`src/rtl/ws2812b_frame_controller.sv`:
```
// WS2812B impostor receive-path sequencer.
// Waits for line idle, captures this device's own 24-bit GRB pixel (MSB first),
// then asserts forward_en so every later bit of the frame passes through to DOUT.
// The pixel is published on the idle that ends the frame. Also owns the idle
// detector threshold register.
module ws2812b_frame_controller #(
    parameter logic [31:0] IDLE_DEFAULT = 32'd4000,
    parameter logic [31:0] MIN_IDLE     = 32'd64
) (
    input  logic        clk,
    input  logic        rst_n,
    input  logic        enable,
    input  logic        cfg_write,
    input  logic [31:0] cfg_idle_ticks,
    output logic [31:0] idle_threshold_ticks,
    input  logic        idle,
    input  logic        bit_valid,
    input  logic        bit_value,
    output logic [23:0] color_out,
    output logic        color_valid,
    output logic        forward_en,
    output logic        short_frame,
    output logic [15:0] frame_count,
    output logic [15:0] fwd_bits
);

    localparam logic [2:0] S_SYNC    = 3'd0;
    localparam logic [2:0] S_ARMED   = 3'd1;
    localparam logic [2:0] S_CAPTURE = 3'd2;
    localparam logic [2:0] S_FORWARD = 3'd3;
    localparam logic [2:0] S_LATCH   = 3'd4;

    // Count value held while the 24th pixel bit arrives.
    localparam logic [4:0] LAST_BIT_CNT = 5'd23;

    // Programmed thresholds below the floor would let normal inter-bit gaps
    // look like a frame end, so they are raised to MIN_IDLE.
    function automatic logic [31:0] clamp_threshold(input logic [31:0] ticks);
        clamp_threshold = (ticks < MIN_IDLE) ? MIN_IDLE : ticks;
    endfunction

    // Forwarded-bit counter sticks at all-ones instead of wrapping.
    function automatic logic [15:0] sat_inc16(input logic [15:0] val);
        sat_inc16 = (val == 16'hFFFF) ? val : val + 16'd1;
    endfunction

    logic [2:0]  state_q,       state_d;
    logic [23:0] shift_q,       shift_d;
    logic [4:0]  count_q,       count_d;
    logic [23:0] color_q,       color_d;
    logic        color_valid_q, color_valid_d;
    logic        fwd_en_q,      fwd_en_d;
    logic        short_q,       short_d;
    logic [15:0] frame_cnt_q,   frame_cnt_d;
    logic [15:0] fwd_bits_q,    fwd_bits_d;
    logic [31:0] thresh_q,      thresh_d;

    // Threshold register: independent of the frame FSM, updates in any state.
    always_comb begin
        thresh_d = thresh_q;
        if (cfg_write) begin
            thresh_d = clamp_threshold(cfg_idle_ticks);
        end
    end

    // Frame FSM next-state and datapath updates.
    always_comb begin
        state_d       = state_q;
        shift_d       = shift_q;
        count_d       = count_q;
        color_d       = color_q;
        color_valid_d = 1'b0;
        short_d       = 1'b0;
        frame_cnt_d   = frame_cnt_q;
        fwd_bits_d    = fwd_bits_q;

        if (!enable) begin
            // Abandon any frame in progress; published pixel and counters stay.
            state_d = S_SYNC;
            count_d = 5'd0;
        end else begin
            case (state_q)
                S_SYNC: begin
                    // Bits are ignored until the line has been idle once, so
                    // capture never starts in the middle of a frame.
                    if (idle) begin
                        state_d = S_ARMED;
                    end
                end
                S_ARMED: begin
                    if (bit_valid) begin
                        shift_d = {23'd0, bit_value};
                        count_d = 5'd1;
                        state_d = S_CAPTURE;
                    end
                end
                S_CAPTURE: begin
                    // Idle has priority: a bit arriving with it is dropped.
                    if (idle) begin
                        short_d = 1'b1;
                        shift_d = 24'd0;
                        count_d = 5'd0;
                        state_d = S_ARMED;
                    end else if (bit_valid) begin
                        shift_d = {shift_q[22:0], bit_value};
                        count_d = count_q + 5'd1;
                        if (count_q == LAST_BIT_CNT) begin
                            fwd_bits_d = 16'd0;
                            state_d    = S_FORWARD;
                        end
                    end
                end
                S_FORWARD: begin
                    // Pixel is published on the edge into LATCH, so color_valid
                    // is high during the LATCH cycle, one cycle after idle.
                    if (idle) begin
                        color_d       = shift_q;
                        color_valid_d = 1'b1;
                        frame_cnt_d   = frame_cnt_q + 16'd1;
                        state_d       = S_LATCH;
                    end else if (bit_valid) begin
                        fwd_bits_d = sat_inc16(fwd_bits_q);
                    end
                end
                S_LATCH: begin
                    count_d = 5'd0;
                    state_d = S_ARMED;
                end
                default: begin
                    state_d = S_SYNC;
                end
            endcase
        end

        // Registered pass-through gate: follows the state being entered.
        fwd_en_d = (state_d == S_FORWARD);
    end

    // State and output registers with asynchronous active-low reset.
    always_ff @(posedge clk or negedge rst_n) begin
        if (!rst_n) begin
            state_q       <= S_SYNC;
            shift_q       <= 24'd0;
            count_q       <= 5'd0;
            color_q       <= 24'd0;
            color_valid_q <= 1'b0;
            fwd_en_q      <= 1'b0;
            short_q       <= 1'b0;
            frame_cnt_q   <= 16'd0;
            fwd_bits_q    <= 16'd0;
            thresh_q      <= IDLE_DEFAULT;
        end else begin
            state_q       <= state_d;
            shift_q       <= shift_d;
            count_q       <= count_d;
            color_q       <= color_d;
            color_valid_q <= color_valid_d;
            fwd_en_q      <= fwd_en_d;
            short_q       <= short_d;
            frame_cnt_q   <= frame_cnt_d;
            fwd_bits_q    <= fwd_bits_d;
            thresh_q      <= thresh_d;
        end
    end

    assign idle_threshold_ticks = thresh_q;
    assign color_out            = color_q;
    assign color_valid          = color_valid_q;
    assign forward_en           = fwd_en_q;
    assign short_frame          = short_q;
    assign frame_count          = frame_cnt_q;
    assign fwd_bits             = fwd_bits_q;

endmodule

```
`config.mk`:
```
export PLATFORM = sky130hd
export DESIGN_NAME = ws2812b_frame_controller
export DESIGN_NICKNAME = d
export VERILOG_FILES = /design/src/rtl/ws2812b_frame_controller.sv
export SDC_FILE = /design/constraint.sdc
export NUM_CORES = 1
export LEC_CHECK = 0
export CAP_MARGIN = 20
export CORE_UTILIZATION = 30
export DETAILED_ROUTE_END_ITERATION = 10
export PLACE_DENSITY = 0.62
export SYNTH_ARGS = -nofsm -noshare
export SYNTH_HDL_FRONTEND = slang
export SYNTH_SLANG_ARGS = --single-unit
export TNS_END_PERCENT = 50
```
`constraint.sdc`:
```
create_clock -name clk -period 2.8 [get_ports clk]
set_clock_uncertainty 0.2 [all_clocks]
set_input_delay 0.28 -clock clk [delete_from_list [all_inputs] [get_ports clk]]
set_output_delay 0.28 -clock clk [all_outputs]
set_load 0.02 [all_outputs]
```
### Word-level counts from Yosys, hierarchy flattened

Index checks and enable logic that the tools add are counted.

| storage, ports and cells | value |
|---|---|
| word-level logic and storage cells | 69 |
| register bits after elaboration | 123 |
| input port bits | 39 |
| output and inout bits | 91 |

| cells by class | value |
|---|---|
| add/sub/neg operators | 3 |
| reductions and logical operators | 7 |
| equality and inequality tests | 18 |
| muxes and demuxes | 30 |
| magnitude comparators | 1 |

Operator list:

| operator | number |
|---|---|
| $mux 16 | 6 |
| $mux 24 | 3 |
| $pmux 24 s2 | 1 |
| $add 16x1->16 const B | 2 |
| $lt 32x7->1 const B | 1 |
| $mux 32 | 1 |
| $pmux 16 s2 | 1 |
| $mux 3 | 7 |
| $mux 5 | 4 |
| $eq 16x16->1 const B | 1 |
| $pmux 3 s5 | 1 |
| $pmux 5 s3 | 1 |
| $ne 2x2->1 const B | 7 |
| $eq 3x2->1 const B | 3 |
| $reduce_and 8->1 | 1 |
| $ne 3x3->1 const B | 2 |
| $reduce_and 3->1 | 2 |
| $add 5x1->5 const B | 1 |
| $eq 5x5->1 const B | 1 |
| $mux 1 | 5 |
| $ne 4x1->1 const B | 1 |
| $ne 4x4->1 const B | 1 |
| $reduce_and 4->1 | 1 |
| $reduce_bool 2->1 | 2 |
| other kinds (3) | 3 |

### Longest topological paths before layout

| depth | value |
|---|---|
| depth after elaboration | 7 |
| mapped depth | 8 |
| gate-level depth less buffers | 6 |

### Least setup slack after synthesis

Ideal clock, no wire load.

| path | value |
|---|---|
| path kind | register -> register |
| start point | register fwd_bits_q[0], in the netlist fwd_bits[0] |
| end point | register fwd_bits_q[11], in the netlist fwd_bits[11] |
| clock period less this slack | 2.236 ns |
| required time | 2.523 ns |
| library setup time | 0.077 ns |
| arrival | 1.959 ns |
| stages on the path, launching flop included | 8 |
| path buffers | 1 |
| slack | 0.564 ns |
| cell sequence | dfrtp_1 ha_1 and3_4 and4_4 buf_6 a21o_4 or4_1 a21oi_1 |

| between the ends | value |
|---|---|
| cells in the longest elaborated chain, start to end | 5 |
| elaborated cells on any way between the ends | 8 |
| classes of those cells | add/sub (1); eq/ne (2); mux (4); reduce/logical (1) |

RTL lines:

| what | line | text |
|---|---|---|
| from (decl) | 55 | `logic [15:0] fwd_bits_q, fwd_bits_d;` |
| from (signal assigned) | 161 | `fwd_bits_q <= fwd_bits_d;` |
| $add 16x1->16 | 44 | `sat_inc16 = (val == 16'hFFFF) ? val : val + 16'd1;` |
| $mux 16 | 44 |  |
| $mux 16 | 121 | `end else if (bit_valid) begin` |
| $mux 16 | 116 | `if (idle) begin` |
| $pmux 16 s2 | 82 | `case (state_q)` |

Parallel ways exist; a longest one is shown, timed or not. The select of a mux whose other input is x is not followed.
A chain may end at the register's enable or synchronous reset.

### Final worst setup path

| path | value |
|---|---|
| start point | register fwd_bits_q[0], in the netlist fwd_bits[0] |
| end point | register fwd_bits_q[13], in the netlist fwd_bits[13] |

Same word-level chain as after synthesis.

==> qor.yml <==
drcViolationCount: 0
drt_iter0_markers: 236
synth.distinct_cells: 49
hold_path_class: "in2async"
die_h_um: 136
worst_pin_slew_ns: 0.528
synth_cells: 528
dieArea_um2: 18400
syn_to_final_growth_pct: 40.8
synth_area_um2: 5350
fill_cells: 1644
synth_compound_area_share_pct: 7.97
syn_area_per_cell_um2: 10.1
cts_inserted_buffers: 17
setup_viol: 0
slew_headroom_pct: 64.8
synth_edf_count: 0
antenna_found_initial: 0
ys_async_sr_fraction_pct: 100
detail_route.wl_per_cell_um: 14.3
coreArea_um2: 17400
ys_ff_latch: 123
p_leak_nw: 3.22
finalPower_w: 0.00465
crit_required_ns: 2.93
synth_xor_area_share_pct: 4.42
numClockSinks: 123
end_kind: "flop"
vias_per_cell: 4.71
clk_pin_slew_worst_paths_ns: 0.06
drive_above_1_share_pct: 12.6
crit_fanout: 10
cts.path.max_buffers: 2
critical_path_class: "reg2reg"
dr.pass1.iters: 4
portBuffers: 129
setup_tns_ns: 0
ant_nets: 0
cts_max_level: 4
fin_util_pct: 43.4
final_common_cell: "nand2_1"
synth_top_family_by_area: "simple AND/OR/NAND/NOR gates"
drt_wl_total_um: 12900
cts_tree: "done"
grt_max_degree: 68
syn-num-nets: 570
yosys.area_share.adder_pct: 0.701
num_rows: 48
most-common-layout-cells: "nand2_1, clkdlybuf4s50_1, dfrtp_1"
cts-root-buf: "clkbuf_16"
ys_top_cells_by_area: "dfrtp_1, nand2_1, mux2_2"
max_freq_mhz: 446
ir_drop_mv: 0.416
gp_congestion: 0.813
synth_flop_cell: "dfrtp_1"
worst_skew_pair.late_latency_ns: 0.41
rsz0062_at_grt: "no"
grt_pass1_wl_um: 20300
drv_slew: 0
antenna_cells: 0
grt_pass1_vias: 4119
yosysWarningCount: 0
ys_seq_area_share_pct: 57.6
hold_viol: 0
cts_resized: 0
run_status: "finished clean"
fin_worst_hold_slack_ns: 0.0691
dp_hpwl_um: 9100
vias: 4241
grt_usage_pct: 14.3
initial_core_util_pct: 30.8
die_w_um: 136
worstSetupStartpointType: "flop"
min_period_over_period_pct: 80.0
nNetsFinal: 704
max_cap_viol_count: 0
final_area_um2: 7530
synth.top_cell.area_share_pct: 54.7
synthMuxAreaShare_pct: 5.26
fin_crit_ns: 2.24
dpl-instance-area_um2: 6900
ioPinCount: 130
powerDensity_nw_per_um2: 617
yosys.area.top_type: "dfrtp_1"
synth-simple-area-share_pct: 20.6
worst_ep_arrival_time_ns: 2.37
grt_overflow: 0
==> metrics by stage <==
step	worst slack, ns	instances
floorplan	0.564	528
global placement	0.415	867
detailed placement	0.347	867
CTS	0.570	900
global route	0.514	900
finish	0.560	900
==> kinds of logic (layout without fill, tap and decap cells) <==
family / after synthesis / in the layout
DFF: 123 / 123
adders and majority gates: 3 / 3
muxes: 25 / 25
xor gates and xnor gates: 27 / 27
buffers and inverters: 41 / 188
and+or+nand+nor: 244 / 244
AOI/OAI and AO/OA: 65 / 65
==> worst max-delay path: stages (launching register included) <==
cell,delay [ns]
dfrtp_1,0.43
ha_1,0.25
and3_4,0.20
and4_4,0.24
a21o_4,0.24
or4_1,0.42
a21oi_1,0.17
==> synth_stat cells, types with 7 or more instances <==
cell type  count
xnor2_1       25
clkbuf_1      19
nand2_1      152
o22ai_1        7
o21ai_0       30
nand4_1        8
nor2_1        22
nor4_1         8
nand3_1       22
mux2_2        25
dfrtp_1      117
a21oi_1        8
inv_1         13
==> path summary, 6_finish.rpt <==
check / end / cells past startpoint / slack, ns / startpoint
max: fwd_bits[13]$_DFFE_PN0P_ / 6 / 0.56 / fwd_bits[0]$_DFFE_PN0P_
min: idle_threshold_ticks[13]$_DFFE_PN0P_ / 2 / 0.07 / rst_n
max reg2reg: fwd_bits[13]$_DFFE_PN0P_ / 6 / 0.56 / fwd_bits[0]$_DFFE_PN0P_
min reg2reg: color_out[1]$_DFFE_PN0P_ / 2 / 0.27 / color_out[1]$_DFFE_PN0P_
max in group asynchronous: idle_threshold_ticks[7]$_DFFE_PN1P_ / 3 / 1.54 / rst_n
min in group clk: idle_threshold_ticks[5]$_DFFE_PN1P_ / 3 / 0.20 / cfg_idle_ticks[5]
==> timing repair <==
action,CTS,global route
buffers inserted,0,0
hold buffers,1,0
endpoints found under the hold margin,121,0
==> state kept, by name, summed over array words and instances (netlist names) <==
| register | flops |
|---|---|
| forward_en | 1 |
| short_frame | 1 |
| frame_count | 16 |
| shift_q | 24 |
| state_q | 3 |
| color_valid | 1 |
| count_q | 5 |
| idle_threshold_ticks | 32 |
| color_out | 24 |
| fwd_bits | 16 |
==> per-layer routing <==
| metal | track usage, % | vias up | routed length, µm |
|---|---|---|---|
| met3 | 3.93 | 19 | 766 |
| met4 | 6.55 | 0 | 233 |
| met1 | 17.7 | 2032 | 5800 |
| li1 | - | 2058 | - |
| met2 | 22.9 | 132 | 6070 |
| met5 | 0 | - | 0 |
==> layout make-up <==
class                      instances  area (µm²)  area share (%)
tap                              225         282            3.74
inverter                          14        52.6           0.697
clock buffer                      22         464            6.16
timing repair buffer             142        1400            18.6
sequential                       123        3090            40.9
clock inverter                    10         165            2.19
multi-input combinational        364        2080            27.7
==> power breakdown <==
part / switching (W) / leakage (nW) / internal, W / total [W]
sequential: 0.0000473 / 1.63 / 0.00185 / 0.00190
clock: 0.000774 / 0.297 / 0.00154 / 0.00231
combinational: 0.000226 / 1.30 / 0.000215 / 0.000441
total: 0.00105 / 3.22 / 0.00360 / 0.00465
Note: power is estimated with default switching activity, not from simulation.
